File: config.mk
export PLATFORM = sky130hd
export DESIGN_NAME = button_debouncer
export DESIGN_NICKNAME = d
export VERILOG_FILES = /design/src/rtl/button_pkg.sv /design/src/rtl/bit_synchronizer.sv /design/src/rtl/button_debouncer.sv
export SDC_FILE = /design/constraint.sdc
export NUM_CORES = 1
export LEC_CHECK = 0
export BUFFER_PORTS_ARGS = -buffer_cell sky130_fd_sc_hd__clkbuf_2
export CORE_MARGIN = 2
export CORE_UTILIZATION = 54
export CTS_CLUSTER_DIAMETER = 150
export DETAILED_ROUTE_END_ITERATION = 7
export GPL_TIMING_DRIVEN = 0
export MAX_ROUTING_LAYER = met4
export PLACE_DENSITY = 0.74
export SLEW_MARGIN = 10
export SYNTH_ARGS = -nofsm -noshare
export SYNTH_HDL_FRONTEND = slang
export SYNTH_SLANG_ARGS = --single-unit
File: constraint.sdc
create_clock -name clk -period 1.95 [get_ports clk]
set_clock_uncertainty 0.05 [all_clocks]
set_input_delay 0.2925 -clock clk [delete_from_list [all_inputs] [get_ports clk]]
set_output_delay 0.2925 -clock clk [all_outputs]
set_load 0.02 [all_outputs]
File: src/rtl/button_pkg.sv
// Shared types and defaults for the push-button debouncer.
// Holds the FSM state encoding, parameter defaults and a width helper.
package button_pkg;

  typedef enum logic [1:0] {
    IDLE         = 2'd0,
    PRESS_WAIT   = 2'd1,
    PRESSED      = 2'd2,
    RELEASE_WAIT = 2'd3
  } state_t;

  localparam int DEF_SYNC_STAGES       = 2;
  localparam int DEF_STABLE_CYCLES     = 4;
  localparam int DEF_LONG_PRESS_CYCLES = 16;

  // Bits needed to hold values 0..value-1; never returns less than 1.
  function automatic int clog2(input int value);
    int w;
    w = 1;
    while ((1 << w) < value) w++;
    return w;
  endfunction

endpackage

File: src/rtl/bit_synchronizer.sv
// Multi-flop synchroniser for a single asynchronous bit.
// Output q is the last stage of the chain.
module bit_synchronizer #(
  parameter int STAGES = 2
) (
  input  logic clk,
  input  logic rst_n,
  input  logic d,
  output logic q
);

  logic [STAGES-1:0] chain;

  always_ff @(posedge clk or negedge rst_n) begin
    if (!rst_n) chain <= '0;
    else        chain <= {chain[STAGES-2:0], d};
  end

  assign q = chain[STAGES-1];

endmodule

File: src/rtl/button_debouncer.sv
// Synchronises and debounces a raw push-button, producing a clean level
// plus registered press, release and long-press strobes.
module button_debouncer
  import button_pkg::*;
#(
  parameter int SYNC_STAGES       = DEF_SYNC_STAGES,
  parameter int STABLE_CYCLES     = DEF_STABLE_CYCLES,
  parameter int LONG_PRESS_CYCLES = DEF_LONG_PRESS_CYCLES
) (
  input  logic clk,
  input  logic rst_n,
  input  logic button,
  output logic button_clean,
  output logic press_pulse,
  output logic release_pulse,
  output logic long_press_pulse
);

  localparam int STAB_W = clog2(STABLE_CYCLES + 1);
  localparam int HOLD_W = clog2(LONG_PRESS_CYCLES + 1);

  localparam logic [STAB_W-1:0] STAB_ONE  = STAB_W'(1);
  localparam logic [STAB_W-1:0] STAB_LAST = STAB_W'(STABLE_CYCLES - 1);
  localparam logic [HOLD_W-1:0] HOLD_MAX  = HOLD_W'(LONG_PRESS_CYCLES);
  localparam logic [HOLD_W-1:0] HOLD_LAST = HOLD_W'(LONG_PRESS_CYCLES - 1);
  // With a one-sample window the wait states are skipped entirely.
  localparam bit PASS_THROUGH = (STABLE_CYCLES == 1);

  logic btn_s;

  state_t            state, state_nxt;
  logic [STAB_W-1:0] stab_cnt, stab_nxt;
  logic [HOLD_W-1:0] hold_cnt, hold_nxt;
  logic              clean_nxt, press_nxt, release_nxt, long_nxt;

  bit_synchronizer #(.STAGES(SYNC_STAGES)) u_sync (
    .clk   (clk),
    .rst_n (rst_n),
    .d     (button),
    .q     (btn_s)
  );

  always_ff @(posedge clk or negedge rst_n) begin
    if (!rst_n) begin
      state            <= IDLE;
      stab_cnt         <= '0;
      hold_cnt         <= '0;
      button_clean     <= 1'b0;
      press_pulse      <= 1'b0;
      release_pulse    <= 1'b0;
      long_press_pulse <= 1'b0;
    end else begin
      state            <= state_nxt;
      stab_cnt         <= stab_nxt;
      hold_cnt         <= hold_nxt;
      button_clean     <= clean_nxt;
      press_pulse      <= press_nxt;
      release_pulse    <= release_nxt;
      long_press_pulse <= long_nxt;
    end
  end

  always_comb begin
    state_nxt   = state;
    stab_nxt    = stab_cnt;
    hold_nxt    = hold_cnt;
    clean_nxt   = button_clean;
    press_nxt   = 1'b0;
    release_nxt = 1'b0;
    long_nxt    = 1'b0;

    case (state)
      IDLE: begin
        if (btn_s) begin
          if (PASS_THROUGH) begin
            state_nxt = PRESSED;
            clean_nxt = 1'b1;
            press_nxt = 1'b1;
            hold_nxt  = '0;
            stab_nxt  = '0;
          end else begin
            state_nxt = PRESS_WAIT;
            stab_nxt  = STAB_ONE;
          end
        end
      end

      PRESS_WAIT: begin
        if (!btn_s) begin
          state_nxt = IDLE;
          stab_nxt  = '0;
        end else if (stab_cnt == STAB_LAST) begin
          state_nxt = PRESSED;
          clean_nxt = 1'b1;
          press_nxt = 1'b1;
          hold_nxt  = '0;
          stab_nxt  = '0;
        end else begin
          stab_nxt = stab_cnt + STAB_ONE;
        end
      end

      PRESSED: begin
        // Saturating hold count; the strobe fires only on reaching the limit.
        if (hold_cnt != HOLD_MAX) begin
          hold_nxt = hold_cnt + HOLD_W'(1);
          if (hold_cnt == HOLD_LAST) long_nxt = 1'b1;
        end
        if (!btn_s) begin
          if (PASS_THROUGH) begin
            state_nxt   = IDLE;
            clean_nxt   = 1'b0;
            release_nxt = 1'b1;
            hold_nxt    = '0;
            stab_nxt    = '0;
          end else begin
            state_nxt = RELEASE_WAIT;
            stab_nxt  = STAB_ONE;
          end
        end
      end

      RELEASE_WAIT: begin
        // A returning press resumes PRESSED with the hold count untouched.
        if (btn_s) begin
          state_nxt = PRESSED;
          stab_nxt  = '0;
        end else if (stab_cnt == STAB_LAST) begin
          state_nxt   = IDLE;
          clean_nxt   = 1'b0;
          release_nxt = 1'b1;
          hold_nxt    = '0;
          stab_nxt    = '0;
        end else begin
          stab_nxt = stab_cnt + STAB_ONE;
        end
      end

      default: begin
        state_nxt = IDLE;
      end
    endcase
  end

endmodule

=== Yosys cells after proc, flatten, opt, wreduce, memory -nomap -nowiden ===
Index checks and enable logic that the tools add are counted.

* Add/subtract/negate cells: 2
* Multipliers: 0
* Divide/modulo/power cells: 0
* Magnitude comparators: 0
* Equality and inequality tests: 15
* Shift-type cells: 0
* Multiplexer cells: 31
* Bitwise gates (word level): 0
* Reductions and logical operators: 7

{| class="wikitable"
|+ Operators by type and width
! cell !! number
|-
| $mux W5 || 4
|-
| $mux W3 || 5
|-
| $pmux W5 S3 || 1
|-
| $mux W1 || 12
|-
| $mux W2 || 6
|-
| $pmux W3 S4 || 1
|-
| $ne A2 B2 Y1 const B || 5
|-
| $pmux W2 S4 || 1
|-
| $reduce_and A4 Y1 || 2
|-
| $add A5 B1 Y5 const B || 1
|-
| $eq A5 B4 Y1 const B || 1
|-
| $ne A5 B5 Y1 const B || 1
|-
| $reduce_and A5 Y1 || 1
|-
| $eq A2 B2 Y1 const B || 2
|-
| $ne A2 B1 Y1 const B || 2
|-
| $add A3 B1 Y3 const B || 1
|-
| $eq A3 B2 Y1 const B || 1
|-
| $ne A3 B2 Y1 const B || 1
|-
| $ne A3 B3 Y1 const B || 1
|-
| $reduce_bool A3 Y1 || 1
|-
| $eq A2 B1 Y1 const B || 1
|-
| $logic_not A2 Y1 || 1
|-
| $pmux W1 S2 || 1
|-
| $reduce_and A2 Y1 || 1
|-
| $reduce_bool A2 Y1 || 1
|}

* Register bits after elaboration: 16
* Latch bits: 0
* Bits in writable memories: 0
* ROM bits: 0
* Logic and storage cells: 63
* Memories kept: 0

=== Longest topological paths before layout ===
* Depth after elaboration: 4
* Mapped depth: 5
* Gate-level depth less buffers: 5

=== Modules after synthesis ===
Synthesis repeated with hierarchy kept, for this count alone.

* Cells, all modules: 63
* Area total of the unflattened synthesis: 743.2 sq um

{| class="wikitable"
|+ Modules (own cells, without submodules)
! module !! times used !! cells each !! area each (sq um)
|-
| button_debouncer || 1 || 61 || 693.2
|-
| bit_synchronizer || 1 || 2 || 50.0
|}

=== Worst setup path before layout ===
Ideal clock, no wire load.

* Path kind: reg2reg
* Start: register hold_cnt[0]
* End: register hold_cnt[4]
* Data arrival time: 1,310 ps
* Data required time: 1,775 ps
* Path slack: 465 ps
* Stages on the path, launching flop included: 6
* Path buffers: 0
* Path through: dfrtp_1 -> inv_1 -> ha_1 -> and4bb_1 -> o22ai_4 -> mux2_4

* Longest elaborated chain between the ends: 3
* Elaborated cells between the ends (all ways): 6
* Those cells by class: 1 x add/sub; 2 x eq/ne; 2 x mux; 1 x reduce/logical

{| class="wikitable"
|+ RTL lines
! item !! line !! source
|-
| start, declared || button_debouncer.sv:33 || <nowiki>logic [HOLD_W-1:0] hold_cnt, hold_nxt;</nowiki>
|-
| start signal, assigned || button_debouncer.sv:55 || <nowiki>hold_cnt <= hold_nxt;</nowiki>
|-
| $add A5 B1 Y5 or $ne A5 B5 Y1 (tied branches) || button_debouncer.sv:106, button_debouncer.sv:105 ||
|-
| $mux W5 or $ne A2 B2 Y1 (tied branches) || n/a ||
|-
| $pmux W5 S3 or $reduce_and A4 Y1 (tied branches) || n/a ||
|}

Parallel ways exist; a longest one is shown, timed or not. The select of a mux whose other input is x is not followed.
A chain may end at the register's enable or synchronous reset.

=== Worst setup path after layout ===
Same ends and word-level chain as after synthesis.

==> results.cfg <==
[hold_path]
hold_class = in2reg

[placed_design]
placed_area_um2 = 833
dp_hpwl_um = 908
portBuffers = 6
gp_congestion = 0.741

[critical_path]
path_max_fanout = 4
worstPathRequired_ns = 2.06
cp-end-kind = flop
worstPathArrival_ns = 1.71
critPathSlowestCell = dfrtp_1
critical_path.top_delay_family = flip-flops
path_class = reg2reg
critPathMaxStageDelay_ns = 0.41
crit_chain = inv_1 > ha_1 > and4bb_1 > o22ai_4 > mux2_4
crit_buf_inv = 1
critPathLaunchType = flop

[cells_and_area]
final_cell_mix = dfrtp_1, nand2_1, clkbuf_2, inv_1, nor2_1
drive_gt1_share_pct = 19.5
mostFrequentLayoutCell = dfrtp_1
design_area_um2 = 866
fin_nets = 86
synthToLayoutAreaGrowth_pct = 10.4
n_antenna_cell = 0

[pwr]
vdd_drop_max_v = 0.000758
p_leak_uw = 0.000401
power_density_nw_per_um2 = 1180
total_power_uw = 1030

[timing]
finalSetupTns_ns = 0
period_needed_ns = 1.60
tightest_slew_ns = 0.387
finalCritPeriodShare_pct = 81.9
hold_violations = 0
rsz0062_at_grt = false
holdWs_ns = 0.0630
max_slew_margin_pct = 74.2
maxSlewViolCount = 0
fmax_mhz = 626
finalSetupViolCount = 0

[floorplanning]
die-width_um = 42.1
pin_count = 7
num_rows = 13
die_y_um = 42.1
start_util_pct = 58.8
die_area_um2 = 1770
core_um2 = 1330

[detailed_routing]
wl_per_cell_um = 13.0
ant_nets = 0
route.vias.total = 495
drc_errors = 0
drt_iter0_markers = 3
drt-pass1-iter-count = 4
vias_per_cell = 5.38
routed_wl_um = 1200

[yosys]
synthesis.nets = 74
syn-cell-area_um2 = 785
ys_types = 29
synth.avg_cell_area_um2 = 11.7
netlist_instances = 67
ys_warn_count = 0
ys_ff_latch = 16
yosysSeqAreaShare_pct = 51.0

[cts]
cts.reportedPaths.clkPinSlew_ns = 0.09
cts_tree = built
h-tree-depth = 1
post_cts_buffers = 0
cts_root_buffer = clkbuf_4
cts_made_buffers = 3
clk_latency_ns = 0.28
numClockSinks = 16
cts.path.max_buffers = 2

[global_routing]
grt_overflow = 0
grt_max_degree = 17
grt_pass1_wl_um = 2240
antenna_found_initial = 0
track_usage_pct = 17.9
grt_pass1_vias = 518

[run_status]
status = completed

[job]
drv_cap = 0
## synth_stat cells, drive strengths merged
master   n  share of area (%)
a21oi    1               0.64
and3     1               0.80
and3b    1                1.1
and4bb   1                1.6
buf      1                1.4
dfrtp   16                 51
ha       4                6.4
inv      5                2.4
mux2     1                1.9
mux2i    2                2.6
nand2    6                2.9
nand2b   2                1.9
nand3    1               0.64
nand3b   1                1.4
nor2     5                2.4
nor2b    2                1.6
nor3     1               0.64
nor3b    2                1.9
o211ai   1               0.96
o21a     2                1.9
o21ai    4                2.6
o21bai   1               0.96
o221ai   1                1.1
o22ai    1                2.6
o31ai    1               0.96
xnor2    1                3.5
xor2     2                2.2
## state kept, by name (all words and copies together), names as in the netlist, named ones only
name,cells
release_pulse,1
hold_cnt,5
u_sync.chain,2
long_press_pulse,1
press_pulse,1
state,1
stab_cnt,3
button_clean,1
## worst paths after layout
path                                      start                          to  slack, ns  cells after the start
worst max-delay path                hold_cnt[0]                 hold_cnt[4]       0.35                      5
worst min-delay path                     button             u_sync.chain[0]       0.06                      1
worst max register to register      hold_cnt[0]                 hold_cnt[4]       0.35                      5
worst min register to register  u_sync.chain[0]             u_sync.chain[1]       0.31                      0
max in group asynchronous                 rst_n                 hold_cnt[1]       1.17                      2
min in group asynchronous                 rst_n  asynchronous set/reset pin       0.40                      2
## power breakdown
group / total, uW / switching [uW] / internal, uW
registers: 480 / 76.1 / 404
logic: 380 / 195 / 184
clock network: 166 / 94.2 / 71.6
## metrics by stage
step           utilization (%)  setup WS (ns)  std cells
6_report                  64.9          0.353         92
5_1_grt                   64.9          0.288         92
4_1_cts                   64.9          0.356         92
3_5_place_dp              62.5          0.376         88
3_3_place_gp              62.5          0.400         88
2_1_floorplan                -          0.465         67
## per-layer routing
layer | track usage, % | part of all wire [%] | vias up
met5 | - | 0 | -
met4 | 9.38 | 2.2 | 0
met3 | 5.17 | 4.3 | 4
met2 | 27.5 | 45 | 11
met1 | 21.3 | 49 | 228
li1 | - | - | 252
## what timing repair did
item,4_1_cts,5_1_grt
hold buffers,1,0
hold endpoints to repair,16,0
gates resized for setup,0,0
## cell families (layout without fill, tap and decap cells)
kind of cell	Yosys count	after routing	synth area share (%)
AND/OR/NAND/NOR	23	23	16.9
flip-flops	16	16	51.0
AO/OA/AOI/OAI	12	12	11.6
buffers and inverters	6	16	3.83
adder cells (fa/ha/maj)	4	4	6.38
XOR/XNOR	3	3	5.74
multiplexers	3	3	4.47
## worst register-to-register path: cells and delay by family, from the launching register on
family | cells | cell delay [ns]
AO/OA/AOI/OAI | 1 | 0.20
adder cells (fa/ha/maj) | 1 | 0.20
buffers and inverters | 1 | 0.06
flip-flops | 1 | 0.41
multiplexers | 1 | 0.32
AND/OR/NAND/NOR | 1 | 0.24
## cell type report
| type | count | area, um^2 |
|---|---|---|
| buffer | 1 | 11.3 |
| clock buffer | 3 | 22.5 |
| fill | 106 | 468 |
| inverter | 5 | 18.8 |
| multi-input combinational | 45 | 354 |
| sequential | 16 | 400 |
| tap | 15 | 18.8 |
| timing repair buffer | 7 | 40.0 |
Power figures use the tool's default switching activity.
